[src/rtl/imm_pack_pkg.sv]
// Shared types and field masks for the RV32 immediate packer.
package imm_pack_pkg;

  typedef logic [31:0] word_t;

  typedef enum logic [2:0] {
    I_TYPE = 3'd0,
    S_TYPE = 3'd1,
    B_TYPE = 3'd2,
    U_TYPE = 3'd3,
    J_TYPE = 3'd4
  } imm_t;

  typedef struct packed {
    word_t base;
    word_t imm;
    imm_t  kind;
  } imm_pack_req_t;

  typedef struct packed {
    word_t instr;
    logic  err;
  } imm_pack_rsp_t;

  // Instruction bit positions owned by the immediate in each format
  localparam word_t IMM_MASK_I = 32'hFFF0_0000;
  localparam word_t IMM_MASK_S = 32'hFE00_0F80;
  localparam word_t IMM_MASK_B = 32'hFE00_0F80;
  localparam word_t IMM_MASK_U = 32'hFFFF_F000;
  localparam word_t IMM_MASK_J = 32'hFFFF_F000;

endpackage

[src/rtl/imm_pack_skid_buffer.sv]
// Generic 2-entry valid/ready register slice: output (main) register plus skid.
module skid_buffer #(
  parameter type T = logic
) (
  input  logic clk_i,
  input  logic rst_ni,
  input  logic in_valid_i,
  output logic in_ready_o,
  input  T     in_data_i,
  output logic out_valid_o,
  input  logic out_ready_i,
  output T     out_data_o
);

  logic main_v_q, main_v_d, skid_v_q, skid_v_d;
  T     main_q, main_d, skid_q, skid_d;
  logic push, pop;

  assign in_ready_o  = ~skid_v_q;
  assign out_valid_o = main_v_q;
  assign out_data_o  = main_q;
  assign push        = in_valid_i & ~skid_v_q;
  assign pop         = main_v_q & out_ready_i;

  always_comb begin
    main_v_d = main_v_q;
    main_d   = main_q;
    skid_v_d = skid_v_q;
    skid_d   = skid_q;
    // Pop is resolved first so a same-cycle push lands in main when it frees up
    if (pop) begin
      if (skid_v_q) begin
        main_d   = skid_q;
        skid_v_d = 1'b0;
      end else begin
        main_v_d = 1'b0;
      end
    end
    if (push) begin
      if (!main_v_d) begin
        main_v_d = 1'b1;
        main_d   = in_data_i;
      end else begin
        skid_v_d = 1'b1;
        skid_d   = in_data_i;
      end
    end
  end

  always_ff @(posedge clk_i or negedge rst_ni) begin
    if (!rst_ni) begin
      main_v_q <= 1'b0;
      skid_v_q <= 1'b0;
      main_q   <= '0;
      skid_q   <= '0;
    end else begin
      main_v_q <= main_v_d;
      skid_v_q <= skid_v_d;
      main_q   <= main_d;
      skid_q   <= skid_d;
    end
  end

endmodule

[src/rtl/imm_pack.sv]
// Packs an immediate into the I/S/B/U/J fields of a base RV32 instruction word.
module imm_pack
  import imm_pack_pkg::*;
#(
  parameter int unsigned ERR_CNT_W = 8
) (
  input  logic                 clk_i,
  input  logic                 rst_ni,
  input  logic                 in_valid_i,
  output logic                 in_ready_o,
  input  word_t                base_i,
  input  word_t                imm_i,
  input  imm_t                 type_i,
  output logic                 out_valid_o,
  input  logic                 out_ready_i,
  output word_t                instr_o,
  output logic                 err_o,
  output logic [ERR_CNT_W-1:0] err_cnt_o
);

  imm_pack_req_t        req;
  imm_pack_rsp_t        rsp, rsp_out;
  logic                 accept;
  logic [ERR_CNT_W-1:0] err_cnt_q, err_cnt_d;

  assign req = '{base: base_i, imm: imm_i, kind: type_i};

  always_comb begin
    rsp.instr = req.base;
    rsp.err   = 1'b1;
    case (req.kind)
      I_TYPE: begin
        rsp.instr = (req.base & ~IMM_MASK_I) | {req.imm[11:0], 20'b0};
        rsp.err   = ~(&req.imm[31:11] | ~|req.imm[31:11]);
      end
      S_TYPE: begin
        rsp.instr = (req.base & ~IMM_MASK_S)
                  | {req.imm[11:5], 13'b0, req.imm[4:0], 7'b0};
        rsp.err   = ~(&req.imm[31:11] | ~|req.imm[31:11]);
      end
      B_TYPE: begin
        rsp.instr = (req.base & ~IMM_MASK_B)
                  | {req.imm[12], req.imm[10:5], 13'b0, req.imm[4:1], req.imm[11], 7'b0};
        rsp.err   = ~(&req.imm[31:12] | ~|req.imm[31:12]) | req.imm[0];
      end
      U_TYPE: begin
        rsp.instr = (req.base & ~IMM_MASK_U) | {req.imm[31:12], 12'b0};
        rsp.err   = |req.imm[11:0];
      end
      J_TYPE: begin
        rsp.instr = (req.base & ~IMM_MASK_J)
                  | {req.imm[20], req.imm[10:1], req.imm[11], req.imm[19:12], 12'b0};
        rsp.err   = ~(&req.imm[31:20] | ~|req.imm[31:20]) | req.imm[0];
      end
      default: begin
        rsp.instr = req.base;
        rsp.err   = 1'b1;
      end
    endcase
  end

  skid_buffer #(.T(imm_pack_rsp_t)) u_skid (
    .clk_i       (clk_i),
    .rst_ni      (rst_ni),
    .in_valid_i  (in_valid_i),
    .in_ready_o  (in_ready_o),
    .in_data_i   (rsp),
    .out_valid_o (out_valid_o),
    .out_ready_i (out_ready_i),
    .out_data_o  (rsp_out)
  );

  assign instr_o = rsp_out.instr;
  assign err_o   = rsp_out.err;
  assign accept  = in_valid_i & in_ready_o;

  always_comb begin
    err_cnt_d = err_cnt_q;
    if (accept && rsp.err && err_cnt_q != '1) begin
      err_cnt_d = err_cnt_q + ERR_CNT_W'(1);
    end
  end

  always_ff @(posedge clk_i or negedge rst_ni) begin
    if (!rst_ni) begin
      err_cnt_q <= '0;
    end else begin
      err_cnt_q <= err_cnt_d;
    end
  end

  assign err_cnt_o = err_cnt_q;

endmodule
[config.mk]
export PLATFORM = sky130hd
export DESIGN_NAME = imm_pack
export DESIGN_NICKNAME = d
export VERILOG_FILES = /design/src/rtl/imm_pack_pkg.sv /design/src/rtl/imm_pack_skid_buffer.sv /design/src/rtl/imm_pack.sv
export SDC_FILE = /design/constraint.sdc
export NUM_CORES = 1
export LEC_CHECK = 0
export ABC_AREA = 1
export BUFFER_PORTS_ARGS = -buffer_cell sky130_fd_sc_hd__buf_4
export CORE_MARGIN = 1.5
export CORE_UTILIZATION = 42
export CTS_BUF_LIST = sky130_fd_sc_hd__clkbuf_8 sky130_fd_sc_hd__clkbuf_16
export DETAILED_ROUTE_END_ITERATION = 16
export PLACE_DENSITY = 0.67
export SYNTH_ARGS = -nofsm -noshare
export SYNTH_HDL_FRONTEND = slang
export SYNTH_SLANG_ARGS = --single-unit
[constraint.sdc]
create_clock -name clk_i -period 2.72 [get_ports clk_i]
set_input_delay 0.544 -clock clk_i [delete_from_list [all_inputs] [get_ports clk_i]]
set_output_delay 0.544 -clock clk_i [all_outputs]
set_load 0.05 [all_outputs]
# Word level (Yosys, flattened, before mapping)
# Index checks and enable logic that the tools add are counted.
[word_totals]
register_bits = 76
input_bits = 71
out_inout_bits = 43
word_cells = 54
[classes]
add_sub_neg = 1
n_eq_ne = 5
mux = 11
bitwise = 16
reduce_logical = 14
[op_table]
columns = ["cell", "count"]
rows = [
  ["$pmux W33 S5", 1],
  ["$mux W33", 4],
  ["$or A12 B32 Y32", 2],
  ["$or A25 B32 Y32", 2],
  ["$or A20 B32 Y32", 1],
  ["$reduce_or A12 Y1", 2],
  ["$reduce_and A21 Y1", 1],
  ["$reduce_or A21 Y1", 1],
  ["$reduce_and A20 Y1", 1],
  ["$reduce_or A20 Y1", 1],
  ["$reduce_and A12 Y1", 1],
  ["$add A8 B1 Y8 const B", 1],
  ["$ne A8 B8 Y1 const B", 1],
  ["$eq A3 B2 Y1 const B", 2],
  ["$mux W1", 6],
  ["$or A1 B1 Y1", 5],
  ["$not A1 Y1", 4],
  ["$eq A3 B1 Y1 const B", 1],
  ["$eq A3 B3 Y1 const B", 1],
  ["$logic_not A1 Y1", 3],
  ["$logic_not A3 Y1", 1],
  ["$and A1 B1 Y1", 2],
  ["$logic_and A1 B1 Y1", 2],
  ["$reduce_and A2 Y1", 1],
]

# Longest topological paths before layout
[depth]
depth_word = 8
ltp_mapped = 13
ltp_nobuf = 13

# Hierarchy
# From an unflattened synthesis, not the netlist that was laid out.
[hier_totals]
cells_unflattened = 671
area_unflattened_um2 = 4737.0
[modules_own_cells]
columns = ["module", "instances", "cells_per_inst", "area_per_inst_um2", "seq_area_each_um2"]
rows = [
  ["skid_buffer", 1, 440, 3429.5, 1701.6],
  ["imm_pack", 1, 231, 1307.5, 200.2],
]

# Worst setup path before layout
# OpenSTA, ideal clock, no wires.
[synth_timing]
kind = "flip-flop to flip-flop"
from = "register err_cnt_q[0], in the netlist err_cnt_o[0]"
to = "register err_cnt_q[2], in the netlist err_cnt_o[2]"
arrival_time_ns = 1.818
path_slack_ns = 0.836
path_stages_with_launch = 8
path_buffers = 0
synth_period_minus_slack_ns = 1.884
cell_sequence = "dfrtp_1 -> ha_1 -> nand3_1 -> nor3b_1 -> nand2_1 -> nand3_4 -> nand2_1 -> nand2_1"
[synth_between]
elab_chain_len = 2
elab_cells_between_ends = 3
cone_classes = "add/sub: 1; eq/ne: 1; reduce/logical: 1"
[synth_lines]
columns = ["element", "line", "rtl"]
rows = [
  ["start: declaration", "imm_pack.sv:24", "logic [ERR_CNT_W-1:0] err_cnt_q, err_cnt_d;"],
  ["start signal: assignment", "imm_pack.sv:88", "err_cnt_q <= err_cnt_d;"],
  ["parallel branches: the longest is 2 deep, another holds $add A8 B1 Y8", "--", ""],
]
# Several ways; the timed one is not identified.
# A chain may end at the register's enable or synchronous reset.

# Worst setup path in the final report
[layout_timing]
from = "register u_skid.skid_v_q"
to = "register u_skid.skid_q[19] in the netlist's numbering"
[layout_between]
elab_chain_len = 3
elab_cells_between_ends = 5
cone_classes = "mux: 2; bitwise: 2; reduce/logical: 1"
[layout_lines]
columns = ["element", "line", "rtl"]
rows = [
  ["start: declaration", "imm_pack_skid_buffer.sv:15", "logic main_v_q, main_v_d, skid_v_q, skid_v_d;"],
  ["start signal: assignment", "imm_pack_skid_buffer.sv:58", "skid_v_q <= skid_v_d;"],
  ["$mux W1 / $not A1 Y1 (equally long branches)", "imm_pack_skid_buffer.sv:32, imm_pack_skid_buffer.sv:22", ""],
  ["$mux W1 / $and A1 B1 Y1 (equally long branches)", "imm_pack_skid_buffer.sv:31, imm_pack_skid_buffer.sv:22", ""],
  ["$reduce_and A2 Y1 (no source line) *", "--", ""],
  ["end signal: assignment", "imm_pack_skid_buffer.sv:60", "skid_q <= skid_d;"],
  ["end: declaration", "imm_pack_skid_buffer.sv:16", "T main_q, main_d, skid_q, skid_d;"],
]
# Every way passes the cells marked *; elsewhere a longest branch is shown, timed or not.

==> flow_metrics.env <==
export IMPL_outcome="finished, final reports clean"
export IMPL_yosysUniqueCellTypes=33
export IMPL_fin_crit_sh_pct=66.7
export IMPL_post_dp_hpwl_mm=7.94
export IMPL_max_slew_margin_pct=35.9
export IMPL_synth_compound_area_share_pct=19.1
export IMPL_htree_levels=3
export IMPL_die_h_um=99.8
export IMPL_drive_gt1_share_pct=24.5
export IMPL_drcViolationCount=0
export IMPL_cts_sinks=76
export IMPL_die_area_sq_um=9960
export IMPL_dr_pass1_iters=4
export IMPL_grt_overflow_total=0
export IMPL_grt_start_max_net_pins=77
export IMPL_worstMarginPinSlew_ns=0.961
export IMPL_p_comb_share_pct=51.3
export IMPL_num_nets_final=679
export IMPL_required_ns=2.90
export IMPL_synth_xor_area_share_pct=1.11
export IMPL_rrSetupSlack_ns=0.91
export IMPL_gp_congestion=0.982
export IMPL_antenna_found_initial=0
export IMPL_cap_viol_max_count=0
export IMPL_worst_hold_slack_ns=0.342
export IMPL_yosysSeqAreaShare_pct=48.3
export IMPL_irDropWorstVdd_mv=0.633
export IMPL_crit_arrival_ns=1.99
export IMPL_hold_viol_final=0
export IMPL_fmax_mhz=551
export IMPL_synth_simple_area_share_pct=22.7
export IMPL_num_io_pins=114
export IMPL_seq_power_share_pct=34.1
export IMPL_syn_area_sq_um=3940
export IMPL_drv_slew=0
export IMPL_finalSetupTns_ns=0
export IMPL_finalSetupViolCount=0
export IMPL_critical_path_startpoint="u_skid.skid_v_q"
export IMPL_die_w_um=99.8
export IMPL_vias=3787
export IMPL_post_cts_buffers=0
export IMPL_std_cell_rows=35
export IMPL_period_minus_slack_ns=1.81
export IMPL_post_cts_resized=0
export IMPL_synth_mux_area_share_pct=2.03
export IMPL_skew_ns=0.0103
export IMPL_clockBufferDepth=2
export IMPL_area_growth_pct=29.1
export IMPL_yosysWarnings=0
export IMPL_cts_root_buf="clkbuf_8"
export IMPL_hp_class="in2async"
export IMPL_grt_pass1_wl_mm=17.7
export IMPL_diodes=0
export IMPL_initialDrtViolationCount=267
export IMPL_wirelength_mm=10.8
export IMPL_netlist_instances=497
export IMPL_switching_power_mw=2.73
export IMPL_path_class="reg2reg"
export IMPL_path_clk_slew_ns=0.08
export IMPL_vias_per_cell=5.24
export IMPL_power_mw=5.78
export IMPL_ant_nets=0
export IMPL_crit_fanout=54
export IMPL_cts_buffers=9
export IMPL_gr_usage_all_layers_pct=22.4
export IMPL_p_leak_nw=2.55
export IMPL_syn_avg_cell_area_sq_um=7.92
export IMPL_endpoint_kind="register"
export IMPL_cts_tree="built"
export IMPL_clkLatencyLatePin_ns=0.34
export IMPL_p_sw_share_pct=47.1
export IMPL_power_internal_mw=3.06
export IMPL_synth_top_family_by_area="simple AND/OR/NAND/NOR gates"
export IMPL_synthAdderAreaFrac_pct=0.318
export IMPL_core_sq_um=9150
export IMPL_ys_ff_latch=76
export IMPL_r2r_start="u_skid.skid_v_q"
export IMPL_p_clk_share_pct=14.7
export IMPL_ctsHoldBuffers=0
export IMPL_routedWlPerCell_um=14.9
export IMPL_first_global_vias=3548
export IMPL_port_buffers=113
export IMPL_power_density_nw_per_um2=1140
export IMPL_syn_nets=569
export IMPL_crit_path_start_kind="register"
export IMPL_rsz0062_at_grt="false"
export IMPL_start_util_pct=43.0
synthesized netlist by cell type:
cell / n / area, sq um
a21boi_1: 1 / 7.51
o211ai_1: 5 / 37.5
a21oi_2: 1 / 8.76
nor3b_1: 1 / 7.51
nand4_1: 8 / 50.1
a21oi_1: 32 / 160
o22ai_1: 3 / 18.8
nand2_4: 1 / 11.3
o221ai_1: 4 / 35.0
nand3_2: 1 / 10.0
a31oi_1: 1 / 6.26
buf_4: 1 / 7.51
nor2_1: 49 / 184
inv_2: 6 / 22.5
o2111ai_1: 1 / 8.76
ha_1: 1 / 12.5
nor3_1: 2 / 10.0
nand3_4: 1 / 17.5
a22oi_1: 23 / 173
dfrtp_1: 76 / 1900
nor2_4: 2 / 22.5
inv_1: 37 / 139
mux2i_1: 8 / 80.1
buf_2: 7 / 35.0
clkinv_1: 1 / 3.75
xor2_1: 4 / 35.0
clkbuf_1: 12 / 45.0
nand2_1: 132 / 495
nand3_1: 12 / 60.1
o21ai_0: 43 / 215
o21ai_1: 16 / 80.1
nand2_2: 4 / 25.0
xnor2_1: 1 / 8.76
cell usage in the layout, fill, tap and decap left out, types with 5 or more instances in the layout:
master / instances
o21ai_0: 43
o211ai_1: 5
nor2_1: 48
inv_1: 39
a21oi_1: 32
o21ai_1: 16
a22oi_1: 23
clkbuf_8: 10
mux2i_1: 8
nand4_1: 8
nand2_1: 132
buf_4: 119
inv_2: 6
nand3_1: 12
dfrtp_1: 76
layout make-up:
class	instances	area, sq um
Tap cell	111	139
Sequential cell	76	1900
Multi-Input combinational cell	357	1790
Fill cell	863	4070
Clock inverter	6	56.3
Clock buffer	10	138
Timing Repair Buffer	119	893
Inverter	44	165
logic make-up after synthesis:
logic type / after synthesis
mux: 8
fa+ha+maj: 1
buf+inv: 64
simple gates: 213
flops: 76
compound gates: 130
xor+xnor: 5
metrics by stage:
stage / instances / worst slack, ns / cell area, sq um / utilization (%)
floorplan: 497 / 0.836 / 3940 / -
global placement: 707 / 0.740 / 4890 / 53.4
detailed placement: 707 / 0.693 / 4890 / 53.4
CTS: 723 / 0.878 / 5080 / 55.5
global route: 723 / 0.740 / 5080 / 55.5
finish: 723 / 0.907 / 5080 / 55.5
path summary, 6_finish.rpt:
| kind | cells after the start | endpoint |
|---|---|---|
| worst max-delay path | 6 | u_skid.skid_q[19] |
| worst min-delay path | 1 | u_skid.out_data_o[6] |
| worst max register to register | 6 | u_skid.skid_q[19] |
| worst min register to register | 2 | u_skid.skid_q[11] |
| max in group asynchronous | 1 | u_skid.out_data_o[19] |
| min in group clk_i | 3 | u_skid.out_data_o[1] |
power groups by stage:
| stage | combinational [mW] | clock [mW] | sequential (mW) |
|---|---|---|---|
| 2_1_floorplan | 1.08 | 0 | 2.95 |
| 3_3_place_gp | 2.92 | 0 | 1.97 |
| 3_5_place_dp | 2.97 | 0 | 1.99 |
| 4_1_cts | 2.98 | 0.865 | 1.97 |
| 5_1_grt | 3.21 | 0.920 | 2.04 |
| 6_report | 2.97 | 0.847 | 1.97 |
sequential cells by signal (all words and copies together), names as in the netlist:
signal              cells
err_cnt_o               8
u_skid.out_data_o      33
u_skid.out_valid_o      1
u_skid.skid_q          33
u_skid.skid_v_q         1
worst max-delay path: stages, from the launching register on:
cell and delay, ns:
dfrtp_1 0.37, inv_2 0.06, nand2_1 0.17, nor2_1 0.07, buf_4 0.18, inv_2 0.57
o21ai_0 0.21
routing by layer:
layer / GRT usage [%] / share of wire [%] / vias up / wire, um
met5: 0 / 0 / - / 0
met4: 5.42 / 1.3 / 0 / 140
met3: 4.18 / 4.4 / 10 / 478
met2: 35.4 / 48 / 97 / 5150
met1: 31.9 / 46 / 1807 / 5000
li1: - / - / 1873 / -
Note: power is estimated with default switching activity, not from simulation.
